`src/rtl/tmds_decoder.sv`:
```
// TMDS channel decoder: bit-slip word alignment, two-stage symbol decode and lock FSM.
// Define TMDS_DECODER_ERRCNT_EN to build the coding-rule checker and err_count.
module tmds_decoder #(
    parameter int SEARCH_CYCLES = 1024,
    parameter int LOCK_TOKENS   = 16,
    parameter int LOSS_CYCLES   = 4096
) (
    input  logic        clk_pixel,
    input  logic        rst_n,
    input  logic [9:0]  tmds_raw,
    output logic [7:0]  vd,
    output logic [1:0]  cd,
    output logic        vde,
    output logic        locked,
    output logic [3:0]  offset,
    output logic        sym_err,
    output logic [15:0] err_count
);
    localparam int SW = $clog2(SEARCH_CYCLES + 1);
    localparam int TW = $clog2(LOCK_TOKENS + 1);
    localparam int LW = $clog2(LOSS_CYCLES + 1);
    localparam logic [SW-1:0] SRCH_LAST = SW'(SEARCH_CYCLES - 1);
    localparam logic [TW-1:0] TOK_LAST  = TW'(LOCK_TOKENS - 1);
    localparam logic [LW-1:0] LOSS_LAST = LW'(LOSS_CYCLES - 1);

    typedef enum logic {SEARCH = 1'b0, LOCKED = 1'b1} state_t;

    function automatic logic is_token(input logic [9:0] q);
        return (q == 10'b1101010100) || (q == 10'b0010101011) ||
               (q == 10'b0101010100) || (q == 10'b1010101011);
    endfunction

    function automatic logic [1:0] token_cd(input logic [9:0] q);
        case (q)
            10'b0010101011: return 2'b01;
            10'b0101010100: return 2'b10;
            10'b1010101011: return 2'b11;
            default:        return 2'b00;
        endcase
    endfunction

    function automatic logic [7:0] tmds_data(input logic [9:0] q);
        logic [7:0] d;
        logic [7:0] v;
        d    = q[7:0] ^ {8{q[9]}};
        v[0] = d[0];
        for (int i = 1; i < 8; i++) begin
            v[i] = q[8] ? (d[i] ^ d[i-1]) : ~(d[i] ^ d[i-1]);
        end
        return v;
    endfunction

    state_t          state_q;
    logic [3:0]      offset_q;
    logic [SW-1:0]   srch_cnt_q;
    logic [TW-1:0]   tok_cnt_q;
    logic [LW-1:0]   loss_cnt_q;
    logic [9:0]      raw_prev_q;
    logic [9:0]      sym_q;
    logic [9:0]      aligned;
    logic [7:0]      vd_q, vd_d;
    logic [1:0]      cd_q, cd_d;
    logic            vde_q, vde_d;
    logic            sym_tok;
    logic [7:0]      sym_vd;

    // Bit 9 of the current word is never inside a 10-bit window at offsets 0..9.
    assign aligned = 10'({tmds_raw[8:0], raw_prev_q} >> offset_q);

    always_ff @(posedge clk_pixel or negedge rst_n) begin
        if (!rst_n) begin
            raw_prev_q <= '0;
            sym_q      <= '0;
        end else begin
            raw_prev_q <= tmds_raw;
            sym_q      <= aligned;
        end
    end

    always_comb begin
        sym_tok = is_token(sym_q);
        sym_vd  = tmds_data(sym_q);
        vd_d    = sym_tok ? vd_q : sym_vd;
        cd_d    = sym_tok ? token_cd(sym_q) : cd_q;
        vde_d   = !sym_tok && (state_q == LOCKED);
    end

    always_ff @(posedge clk_pixel or negedge rst_n) begin
        if (!rst_n) begin
            vd_q  <= '0;
            cd_q  <= '0;
            vde_q <= 1'b0;
        end else begin
            vd_q  <= vd_d;
            cd_q  <= cd_d;
            vde_q <= vde_d;
        end
    end

    // Lock detection takes priority over the offset advance in the same cycle.
    always_ff @(posedge clk_pixel or negedge rst_n) begin
        if (!rst_n) begin
            state_q    <= SEARCH;
            offset_q   <= '0;
            srch_cnt_q <= '0;
            tok_cnt_q  <= '0;
            loss_cnt_q <= '0;
        end else if (state_q == SEARCH) begin
            if (sym_tok && (tok_cnt_q == TOK_LAST)) begin
                state_q    <= LOCKED;
                srch_cnt_q <= '0;
                tok_cnt_q  <= '0;
                loss_cnt_q <= '0;
            end else if (srch_cnt_q == SRCH_LAST) begin
                offset_q   <= (offset_q == 4'd9) ? 4'd0 : offset_q + 4'd1;
                srch_cnt_q <= '0;
                tok_cnt_q  <= '0;
            end else begin
                srch_cnt_q <= srch_cnt_q + 1'b1;
                tok_cnt_q  <= sym_tok ? tok_cnt_q + 1'b1 : '0;
            end
        end else begin
            if (sym_tok) begin
                loss_cnt_q <= '0;
            end else if (loss_cnt_q == LOSS_LAST) begin
                state_q    <= SEARCH;
                loss_cnt_q <= '0;
                srch_cnt_q <= '0;
                tok_cnt_q  <= '0;
            end else begin
                loss_cnt_q <= loss_cnt_q + 1'b1;
            end
        end
    end

    assign locked = (state_q == LOCKED);
    assign offset = offset_q;
    assign vd     = vd_q;
    assign cd     = cd_q;
    assign vde    = vde_q && locked;

`ifdef TMDS_DECODER_ERRCNT_EN
    // The encoder picks XNOR exactly when the data has >4 ones, or 4 ones with bit 0 clear.
    function automatic logic rule_violation(input logic q8, input logic [7:0] v);
        int   ones;
        logic want_xnor;
        ones = 0;
        for (int i = 0; i < 8; i++) begin
            ones += int'(v[i]);
        end
        want_xnor = (ones > 4) || ((ones == 4) && !v[0]);
        return want_xnor == q8;
    endfunction

    logic        err_d;
    logic        sym_err_q;
    logic [15:0] err_cnt_q;

    assign err_d = !sym_tok && (state_q == LOCKED) && rule_violation(sym_q[8], sym_vd);

    always_ff @(posedge clk_pixel or negedge rst_n) begin
        if (!rst_n) begin
            sym_err_q <= 1'b0;
            err_cnt_q <= '0;
        end else begin
            sym_err_q <= err_d;
            if (err_d && (err_cnt_q != 16'hFFFF)) begin
                err_cnt_q <= err_cnt_q + 16'd1;
            end
        end
    end

    assign sym_err   = sym_err_q && locked;
    assign err_count = err_cnt_q;
`else
    assign sym_err   = 1'b0;
    assign err_count = '0;
`endif

endmodule
```
`config.mk`:
```
export PLATFORM = sky130hd
export DESIGN_NAME = tmds_decoder
export DESIGN_NICKNAME = d
export VERILOG_FILES = /design/src/rtl/tmds_decoder.sv
export SDC_FILE = /design/constraint.sdc
export NUM_CORES = 1
export LEC_CHECK = 0
export ABC_CLOCK_PERIOD_IN_PS = 2100
export BUFFER_PORTS_ARGS = -buffer_cell sky130_fd_sc_hd__buf_2
export CELL_PAD_IN_SITES_DETAIL_PLACEMENT = 1
export CELL_PAD_IN_SITES_GLOBAL_PLACEMENT = 1
export CORE_MARGIN = 2
export CORE_UTILIZATION = 41
export DETAILED_ROUTE_END_ITERATION = 7
export GPL_TIMING_DRIVEN = 0
export PLACE_DENSITY_LB_ADDON = 0.1
export SLEW_MARGIN = 20
export SYNTH_ARGS = -nofsm -noshare
export SYNTH_HDL_FRONTEND = slang
export SYNTH_SLANG_ARGS = --single-unit
export TNS_END_PERCENT = 5
```
`constraint.sdc`:
```
create_clock -name clk_pixel -period 2.1 [get_ports clk_pixel]
set_input_delay 0.21 -clock clk_pixel [delete_from_list [all_inputs] [get_ports clk_pixel]]
set_output_delay 0.21 -clock clk_pixel [all_outputs]
set_load 0.02 [all_outputs]
```
## Word level (Yosys, flattened, before mapping)

Index checks and enable logic that the tools add are counted.

- Input bits: 12
- Flip-flop bits (word level): 65
- Word-level logic and storage cells: 80
- Output and inout port bits: 33

- Mux-type cells: 28
- Equality and inequality tests: 10
- Reduce and logical (&&, ||, !) cells: 10
- Bitwise operators: 17
- $add $sub $neg: 4
- Shifts and indexed selects: 1

Operators with widths:

| operator | count |
|---|---|
| 11-bit 2-to-1 mux | 5 |
| 13-bit 2-to-1 mux | 4 |
| 5-bit 2-to-1 mux | 6 |
| 10-bit equality test, second input constant | 2 |
| 19-bit by 4-bit right shift with 10-bit output | 1 |
| 13-bit by 1-bit adder with 13-bit output, second input constant | 1 |
| 13-bit by 12-bit equality test with 1-bit output, second input constant | 1 |
| 11-bit by 1-bit adder with 11-bit output, second input constant | 1 |
| 11-bit by 10-bit equality test with 1-bit output, second input constant | 1 |
| 1-bit 2-to-1 mux | 11 |
| 10-bit by 8-bit equality test with 1-bit output, second input constant | 1 |
| 10-bit by 9-bit equality test with 1-bit output, second input constant | 1 |
| 1-bit NOT | 9 |
| 8-bit bitwise XOR | 1 |
| 1-bit bitwise XOR | 7 |
| 2-bit one-hot mux with 3 select lines | 1 |
| 5-bit by 1-bit adder with 5-bit output, second input constant | 1 |
| 5-bit by 4-bit equality test with 1-bit output, second input constant | 1 |
| 4-bit by 1-bit adder with 4-bit output, second input constant | 1 |
| 4-bit equality test, second input constant | 1 |
| 4-bit 2-to-1 mux | 1 |
| 1-bit logical AND | 3 |
| 1-bit logical OR | 3 |
| 3-bit AND reduction | 1 |
| other kinds (5) | 5 |

## Depth between registers and ports, before layout

Gate-level depths: netlist of the first run.

- Depth after elaboration: 8
- Depth in mapped cells: 9

## Least setup slack after synthesis of the first run

Ideal clock, no wire load.

- Path kind: register to register
- Start point: register tok_cnt_q[0]
- End point: register offset_q[3] (netlist: offset[3])
- Cell stages (with the launch flop): 10
- Arrival: 1.853 ns
- Library setup time: 0.122 ns
- Setup slack: 0.126 ns
- Clock period less this slack: 1.974 ns
- Required time: 1.978 ns
- Path through: dfrtp_1 > ha_1 > and3_1 > ha_1 > nand4_1 > and3_1 > clkbuf_1 > buf_2 > o2111ai_1 > o2bb2ai_1

- Word-level cells in the longest chain between the ends: 4

Ends and longest elaborated chain:

| what | RTL line | source |
|---|---|---|
| from (decl) | 56 | `logic [TW-1:0] tok_cnt_q;` |
| from (signal assigned) | 120 | `tok_cnt_q <= sym_tok ? tok_cnt_q + 1'b1 : '0;` |
| 5-bit by 4-bit equality test with 1-bit output | 109 | `if (sym_tok && (tok_cnt_q == TOK_LAST)) begin` |
| 1-bit logical AND | 109 |  |
| 1-bit NOT (no source line) | - |  |
| 3-bit AND reduction (no source line) | - |  |
| to (signal assigned) | 115 | `offset_q <= (offset_q == 4'd9) ? 4'd0 : offset_q + 4'd1;` |
| to (decl) | 54 | `logic [3:0] offset_q;` |

Every way passes these cells.
A chain may end at the register's enable or synchronous reset.

## Worst setup path after layout of the first run

- Start point: register loss_cnt_q[0]
- End point: register srch_cnt_q[0]

- Word-level cells in the longest chain between the ends: 3

Ends and longest elaborated chain:

| what | RTL line | source |
|---|---|---|
| from (decl) | 57 | `logic [LW-1:0] loss_cnt_q;` |
| from (signal assigned) | 131 | `loss_cnt_q <= loss_cnt_q + 1'b1;` |
| 13-bit by 12-bit equality test with 1-bit output | 125 | `end else if (loss_cnt_q == LOSS_LAST) begin` |
| 2-bit by 1-bit != test with 1-bit output (no source line) | - |  |
| 2-bit AND reduction (no source line) | - |  |
| to (signal assigned) | 119 | `srch_cnt_q <= srch_cnt_q + 1'b1;` |
| to (decl) | 55 | `logic [SW-1:0] srch_cnt_q;` |

Every way passes these cells.

==> qor_table.md, run 1 <==
| Group | Result | Reported |
|:---|:---|:---|
| drt | Met3 Wirelength | 265 um |
| placement | Post-detail-place hpwl | 6140 um |
| drt | DRC errors left | 0 |
| global routing | Pin count of the biggest net entering global routing | 42 |
| global routing | Total overflow reported by the global router | 0 |
| global routing | Initial antenna violation count | 0 |
| synth | Synth area leader | sky130_fd_sc_hd__dfrtp_1 |
| cts | Max clock buf depth | 2 |
| worst setup path | Maximum fanout along the worst path | 10 |
| finish | Area of all placed cells without fillers | 4270 sq um |
| timing | Tmin final | 2.06 ns |
| finish | Number of nets in the layout | 422 |
| power and ir drop | Worst-case vdd ir drop | 0.000303 V |
| synth | EDFF count, synth | 0 |
| floorplanning | Die Y-Extent | 98.0 um |
| power and ir drop | Internal Dissipation | 0.00186 W |
| worst setup path | Worst Path Class, Setup | reg2reg |
| finish | Area of combinational cells with multiple inputs | 1830 sq um |
| drt | Routed length per instance | 16.4 um |
| cts | Root Buffer | sky130_fd_sc_hd__clkbuf_8 |
| drt | Detailed router's first-iteration violation count | 63 |
| synth | Primary flip-flop cell chosen by synthesis mapping | sky130_fd_sc_hd__dfrtp_1 |
| timing | Max-slew headroom at the worst pin | 65.3% |
| finish | Share of cells above drive strength 1 | 24.6% |
| synth | Number of instances in the synthesized netlist | 343 |
| status | Run status | finished clean |
| cts | TritonCTS sink count | 65 |
| synth | Count of distinct cell types in the synthesized netlist | 57 |
| synth | Synthesized flop and latch total | 65 |
| floorplanning | Die area | 9600 sq um |
| drt | Via Count | 2800 |
| power and ir drop | Fraction of power consumed by sequential logic | 51.2% |
| worst setup path | Worst setup EP type | register |
| job | Max capacitance violation total | 0 |
| timing | Transition time of the tightest slew-check pin | 0.517 ns |
| worst setup path | Slowest cell delay on critical path | 0.40 ns |
| worst setup path | Slowest library cell on the worst path | sky130_fd_sc_hd__dfrtp_1 |
| floorplanning | Initial core utilization | 41.9% |
| placement | Worst slack after detailed placement | -0.286 ns |
| floorplanning | Floorplan die width | 98.0 um |
| synth | Syn avg cell area | 10.6 sq um |
| finish | N_diodes | 0 |
| placement | Quantity of I/O buffers inserted on ports | 27 |
| drt | Via density per instance | 5.39 |
| global routing | Wire length of the first global-routing pass | 14500 um |
| timing | Achievable clock frequency | 487 MHz |
| worst setup path | Critical Path, Cell by Cell | ha_1 -> nand3_2 -> nor4_4 -> a31oi_2 -> buf_2 -> mux2_2 |
| drt | Number of optimization iterations in the first detailed-route pass | 4 |
| power and ir drop | Combinational power share | 11.1% |
| cts | Clock network latency to the later pin of the worst-skew pair | 0.35 ns |
| drt | ANT nets after route | 0 |
| global routing | Via count of the first global-routing pass | 2938 |
| finish | Synth-to-Final Area Change | 17.9% |
| timing | Post-route setup slack | 0.0449 ns |
| power and ir drop | Share of total power in the clock network | 37.6% |
| timing | Post-route fraction of the period consumed by the critical path | 97.9% |
| power and ir drop | Power per Cell Area | 609 nW/um^2 |
| power and ir drop | Sw power | 0.000739 W |
| floorplanning | IO Count | 45 |
| global routing | Total global routing track utilization | 18.9% |
| timing | Fin. max-slew vios | 0 |
| cts | Clock tree from TritonCTS | done |
| cts | Total number of H-tree levels | 3 |
| timing | Final hold viol count | 0 |
| drt | Post-detailed-routing wire length | 8530 um |
| timing | Unrepaired setup endpoints after global routing | yes |
| synth | Number of warning messages in the yosys log | 0 |
| finish | Total of fill cells in the finished design | 969 |
| power and ir drop | Total power | 0.00260 W |
| placement | Final GP Congestion | 0.844 |
| worst setup path | Critical path's top delay family | simple AND/OR/NAND/NOR gates |
| finish | Register Area | 1630 sq um |
| synth | Share of flip-flops with an asynchronous set or reset after synthesis | 100% |
| worst setup path | Data arrival time at the worst-slack endpoint | 2.29 ns |
| synth | Area share of the leading cell type in the synthesized netlist | 44.9% |
| timing | Final setup vio count | 0 |
| cts | CTS Buf Count | 9 |
| synth | Sequential element share of the synthesized area | 44.9% |
| floorplanning | Total number of placement rows | 34 |
| power and ir drop | Static Leak | 1.86 nW |
| placement | Standard cell area after detailed placement | 3970 sq um |
| synth | Synth top cells by count | 65 x sky130_fd_sc_hd__dfrtp_1, 27 x sky130_fd_sc_hd__nor2_1, 26 x sky130_fd_sc_hd__a21oi_1 |
| worst setup path | Number of buffer and inverter instances along the worst setup path | 1 |
| synth | Cell with the most instances after synthesis | sky130_fd_sc_hd__dfrtp_1 |
| power and ir drop | Switching share of power | 28.4% |
| drt | Top routing layer used | met4 |
| worst setup path | Required time worst endpoint | 2.33 ns |
| drt | Met1 WL | 4150 um |
| worst setup path | Setup crit start kind | register |
| drt | Met2 WL post-DR | 3960 um |
| worst hold path | Min-delay worst type | in2reg |
| floorplanning | Core area | 8640 sq um |
| timing | Worst setup skew after layout | 0.0113 ns |
| synth | Netlist area before placement | 3620 sq um |
| cts | Clock-pin slew of the registers on the worst-case setup and hold paths | 0.08 ns |
| synth | Cell types with the largest area share after synthesis | sky130_fd_sc_hd__dfrtp_1 45%, sky130_fd_sc_hd__mux4_2 5.6%, sky130_fd_sc_hd__mux2i_1 4.4% |
-- timing repair --
action,4_1_cts,5_1_grt
buffers inserted,0,0
endpoints found under the hold margin,32,0
gates resized for setup,7,3
pin swaps,1,0
hold buffers,9,0
setup endpoints to repair,26,15
-- per-layer routing --
layer / vias up / track usage [%]
li1: 1355 / -
met1: 1377 / 25.7
met2: 58 / 30.2
met3: 10 / 2.93
met4: 0 / 7.80
met5: - / 0
-- worst reg2reg max path, stage by stage (launching register included) --
cell	delay (ns)
sky130_fd_sc_hd__dfrtp_1	0.40
sky130_fd_sc_hd__ha_1	0.22
sky130_fd_sc_hd__nand3_2	0.18
sky130_fd_sc_hd__nor4_4	0.32
sky130_fd_sc_hd__a31oi_2	0.27
sky130_fd_sc_hd__buf_2	0.27
sky130_fd_sc_hd__mux2_2	0.28
-- registers in the layout (all words and copies together), names as in the netlist --
signal and cells:
loss_cnt_q 13, srch_cnt_q 11, raw_prev_q 10, sym_q 10
vd 8, tok_cnt_q 5, offset 4, cd 2
locked 1, vde_q 1
-- kinds of logic (layout without fill, tap and decap cells) --
logic type	Yosys count	count (layout)	share of synthesized area (%)
AO/OA/AOI/OAI	79	79	14.8
XOR/XNOR	16	16	3.87
adder cells (fa/ha/maj)	4	4	1.38
buffers and inverters	42	94	6.60
flip-flops	65	65	44.9
multiplexers	32	32	12.2
other	1	17	0.104
AND/OR/NAND/NOR	104	104	16.1
-- power groups by stage --
stage,sequential (W),clock [W],combinational (W)
floorplan,0.00139,0,0.000146
global placement,0.00135,0,0.000268
detailed placement,0.00136,0,0.000277
CTS,0.00133,0.00101,0.000291
global route,0.00134,0.00107,0.000318
finish,0.00133,0.000979,0.000290
-- cells in the final DEF (no fill, tap or decap), types with 13 or more instances in the layout --
| cell type | Yosys | layout |
|---|---|---|
| sky130_fd_sc_hd__conb_1 | 1 | 17 |
| sky130_fd_sc_hd__a21oi_1 | 26 | 26 |
| sky130_fd_sc_hd__dfrtp_1 | 65 | 65 |
| sky130_fd_sc_hd__buf_2 | 8 | 33 |
| sky130_fd_sc_hd__xnor2_1 | 14 | 14 |
| sky130_fd_sc_hd__buf_4 | 17 | 19 |
| sky130_fd_sc_hd__nor2_1 | 27 | 26 |
| sky130_fd_sc_hd__nand2_1 | 20 | 20 |
| sky130_fd_sc_hd__nand3_1 | 14 | 13 |
| sky130_fd_sc_hd__mux2i_1 | 16 | 16 |
-- through the flow --
stage,setup TNS (ns),util (%),hold WS (ns),instances
detailed placement,-2.05,46.0,0.145,495
global route,-0.338,49.4,0.0168,519
floorplan,0,-,-0.0856,359
CTS,0,49.3,0.0139,519
finish,0,49.4,0.0287,519
global placement,-1.84,45.7,0.318,494
-- layout make-up --
cell class,count,area share (%)
Multi-Input combinational cell,252,43.0
Sequential cell,65,38.1
Timing Repair Buffer,37,5.81
Buffer,32,4.96
Tap cell,108,3.17
Clock buffer,9,2.90
Clock inverter,7,1.29
Inverter,9,0.792
-- worst paths after layout --
| path | from | to | slack [ns] | cells past startpoint |
|---|---|---|---|---|
| max | loss_cnt_q[0] | srch_cnt_q[0] | 0.04 | 6 |
| min | tmds_raw[8] | raw_prev_q[8] | 0.03 | 1 |
| max reg2reg | loss_cnt_q[0] | srch_cnt_q[0] | 0.04 | 6 |
| min reg2reg | tok_cnt_q[4] | tok_cnt_q[4] | 0.49 | 2 |
| max in group asynchronous | rst_n | offset[0] | 1.24 | 3 |
| min in group asynchronous | rst_n | vd[5] | 0.31 | 2 |
No activity file was read; power rests on OpenSTA's default activity.
==> run 2: changes to the inputs <==
CORE_ASPECT_RATIO = 2   (was default)
CTS_CLUSTER_SIZE = 40   (was default)
SLEW_MARGIN = 10   (was 20)
==> run 2 against run 1 <==
Setup slack got worse by 0.017 ns; critical path depth fell by 1; fmax fell by 0.84%; utilization rose by 2.6 points; critical endpoint is now tok_cnt_q[3]; largest cell class unchanged; highest routed layer unchanged.
==> qor_table.md, run 2 (same netlist as run 1, synthesis figures left out) <==
| Group | Result | Reported |
|:---|:---|:---|
| floorplanning | Total number of placement rows | 48 |
| worst setup path | Slowest library cell on the worst path | sky130_fd_sc_hd__a2111o_1 |
| worst setup path | Setup crit start kind | register |
| worst setup path | Worst Path Class, Setup | reg2reg |
| global routing | Wire length of the first global-routing pass | 14800 um |
| finish | Share of cells above drive strength 1 | 27.1% |
| finish | Leading cell type in the layout, fill and taps excluded | sky130_fd_sc_hd__dfrtp_1 |
| finish | Synth-to-Final Area Change | 23.4% |
| power and ir drop | Static Leak | 1.96 nW |
| cts | Clock tree from TritonCTS | done |
| timing | Worst setup skew after layout | 0.00670 ns |
| placement | Quantity of I/O buffers inserted on ports | 27 |
| finish | Most frequent cells in the layout | 64 x sky130_fd_sc_hd__dfrtp_1, 32 x sky130_fd_sc_hd__buf_2, 26 x sky130_fd_sc_hd__nor2_1, 26 x sky130_fd_sc_hd__a21oi_1, 26 x sky130_fd_sc_hd__buf_4 |
| placement | Final GP Congestion | 0.859 |
| finish | Final std cells w/o fill | 514 |
| timing | Unrepaired setup endpoints after global routing | yes |
| drt | Via Count | 2858 |
| drt | ANT nets after route | 0 |
| finish | Register Area | 1630 sq um |
| worst hold path | Min-delay worst type | in2reg |
| finish | N_diodes | 0 |
| cts | CTS Buf Count | 9 |
| timing | Fin. max-slew vios | 0 |
| power and ir drop | Combinational power share | 8.8% |
| worst setup path | Critical Path, Cell by Cell | and4bb_1 -> nand3_1 -> a2111o_1 -> or3_1 -> o211ai_1 |
| floorplanning | Core area | 8590 sq um |
| timing | Tmin final | 2.07 ns |
| global routing | Via count of the first global-routing pass | 2989 |
| floorplanning | IO Count | 45 |
| finish | Total of fill cells in the finished design | 968 |
| floorplanning | Initial core utilization | 42.1% |
| drt | Routed length per instance | 17.9 um |
| power and ir drop | Switching share of power | 23.1% |
| floorplanning | Floorplan die width | 70.4 um |
| placement | Worst slack after detailed placement | -0.334 ns |
| power and ir drop | Power per Cell Area | 713 nW/um^2 |
| drt | DRC errors left | 0 |
| finish | Register with the most flip-flops | loss_cnt_q |
| finish | Top flop regs | loss_cnt_q x13, srch_cnt_q x11 |
| finish | Max reg flops | 13 |
| drt | Detailed router's first-iteration violation count | 70 |
| cts | Total number of H-tree levels | 3 |
| global routing | Pin count of the biggest net entering global routing | 36 |
| cts | Clock network latency to the later pin of the worst-skew pair | 0.33 ns |
| global routing | Initial antenna violation count | 0 |
| placement | DP Cell Count | 487 |
| timing | Worst Hold Slack | 0.00967 ns |
| drt | Post-detailed-routing wire length | 9180 um |
| finish | Area of combinational cells with multiple inputs | 1880 sq um |
| cts | Max clock buf depth | 2 |
| timing | Transition time of the tightest slew-check pin | 0.537 ns |
| cts | Root Buffer | sky130_fd_sc_hd__clkbuf_16 |
| drt | Number of optimization iterations in the first detailed-route pass | 4 |
| power and ir drop | Internal Dissipation | 0.00245 W |
| global routing | Total global routing track utilization | 20.1% |
| power and ir drop | Total power | 0.00319 W |
| power and ir drop | Worst-case vdd ir drop | 0.000502 V |
| worst setup path | Slowest cell delay on critical path | 0.53 ns |
| worst setup path | Worst setup EP type | register |
| floorplanning | Die area | 9640 sq um |
| power and ir drop | Fraction of power consumed by sequential logic | 41.9% |
| drt | Via density per instance | 5.56 |
| floorplanning | Die Y-Extent | 137 um |
| timing | Post-route setup slack | 0.0275 ns |
| power and ir drop | Sw power | 0.000737 W |
| status | Run status | finished clean |
| finish | Number of nets in the layout | 425 |
| job | Max capacitance violation total | 0 |
| placement | Post-detail-place hpwl | 6750 um |
| timing | Setup TNS | 0 ns |
| timing | Final setup vio count | 0 |
| worst setup path | Required time worst endpoint | 2.35 ns |
| timing | Achievable clock frequency | 483 MHz |
| worst setup path | Data arrival time at the worst-slack endpoint | 2.32 ns |
| cts | Clock-pin slew of the registers on the worst-case setup and hold paths | 0.05 ns |
| timing | Post-route fraction of the period consumed by the critical path | 98.7% |
| timing | Final hold viol count | 0 |
| timing | Max-slew headroom at the worst pin | 64.2% |
| cts | TritonCTS sink count | 65 |
| worst setup path | Maximum fanout along the worst path | 7 |
| global routing | Total overflow reported by the global router | 0 |
| power and ir drop | Share of total power in the clock network | 49.3% |
[run 2: changes by cell type in the layout (fill, tap and decap cells not counted), sizes merged]
cell and delta:
buf +7, bufinv +2, clkbuf +3, clkinvlp -1, dlygate4sd3 -6, inv -2
[run 2: power by group through the flow]
| stage | combinational (W) | sequential (W) | clock (W) |
|---|---|---|---|
| floorplan | 0.000146 | 0.00139 | 0 |
| finish | 0.000282 | 0.00133 | 0.00157 |
| CTS | 0.000286 | 0.00134 | 0.00161 |
| detailed placement | 0.000279 | 0.00136 | 0 |
| global placement | 0.000268 | 0.00135 | 0 |
| global route | 0.000305 | 0.00134 | 0.00165 |
[run 2: area by class of cell]
type / count / share of cell area, %
multi-input cells: 252 / 42.0
flip-flops and latches: 65 / 36.4
repair buffers: 40 / 6.10
clock buffers: 10 / 5.12
plain buffers: 32 / 4.96
well taps: 100 / 2.80
clock inverters: 6 / 1.85
inverters: 9 / 0.756
[run 2: worst paths after layout]
path / from / end / slack [ns] / cells after the start
max: sym_q[2] / tok_cnt_q[3] / 0.03 / 5
min: tmds_raw[5] / raw_prev_q[5] / 0.01 / 1
max reg2reg: sym_q[2] / tok_cnt_q[3] / 0.03 / 5
min reg2reg: srch_cnt_q[10] / srch_cnt_q[10] / 0.49 / 1
max in group asynchronous: rst_n / loss_cnt_q[8] / 1.21 / 3
min in group asynchronous: rst_n / vd[5] / 0.36 / 2
[run 2: metal layers]
| metal | routed length [um] | global-route usage (%) |
|---|---|---|
| met1 | 3540 | 20.6 |
| met2 | 5160 | 38.1 |
| met3 | 230 | 3.46 |
| met4 | 255 | 10.1 |
| met5 | 0 | 0 |
[run 2: worst max-delay path: cells and delay by family, from the launching register on]
family	cells	cell delay (ns)
compound gates	2	0.63
simple gates	3	0.93
flops	1	0.43
[run 2: through the flow]
step | area (sq um) | util [%]
floorplan | 3680 | -
finish | 4470 | 52.0
CTS | 4330 | 50.5
global route | 4470 | 52.0
global placement | 3940 | 45.9
detailed placement | 3960 | 46.1
[run 2: what timing repair did]
| item | in CTS | in global routing |
|---|---|---|
| resized for setup | 8 | 13 |
| gates cloned | 0 | 1 |
| endpoints found under the hold margin | 32 | 0 |
| pin swaps | 1 | 6 |
| hold buffers | 3 | 0 |
| endpoints found under the setup margin | 27 | 22 |
| setup buffers | 1 | 7 |
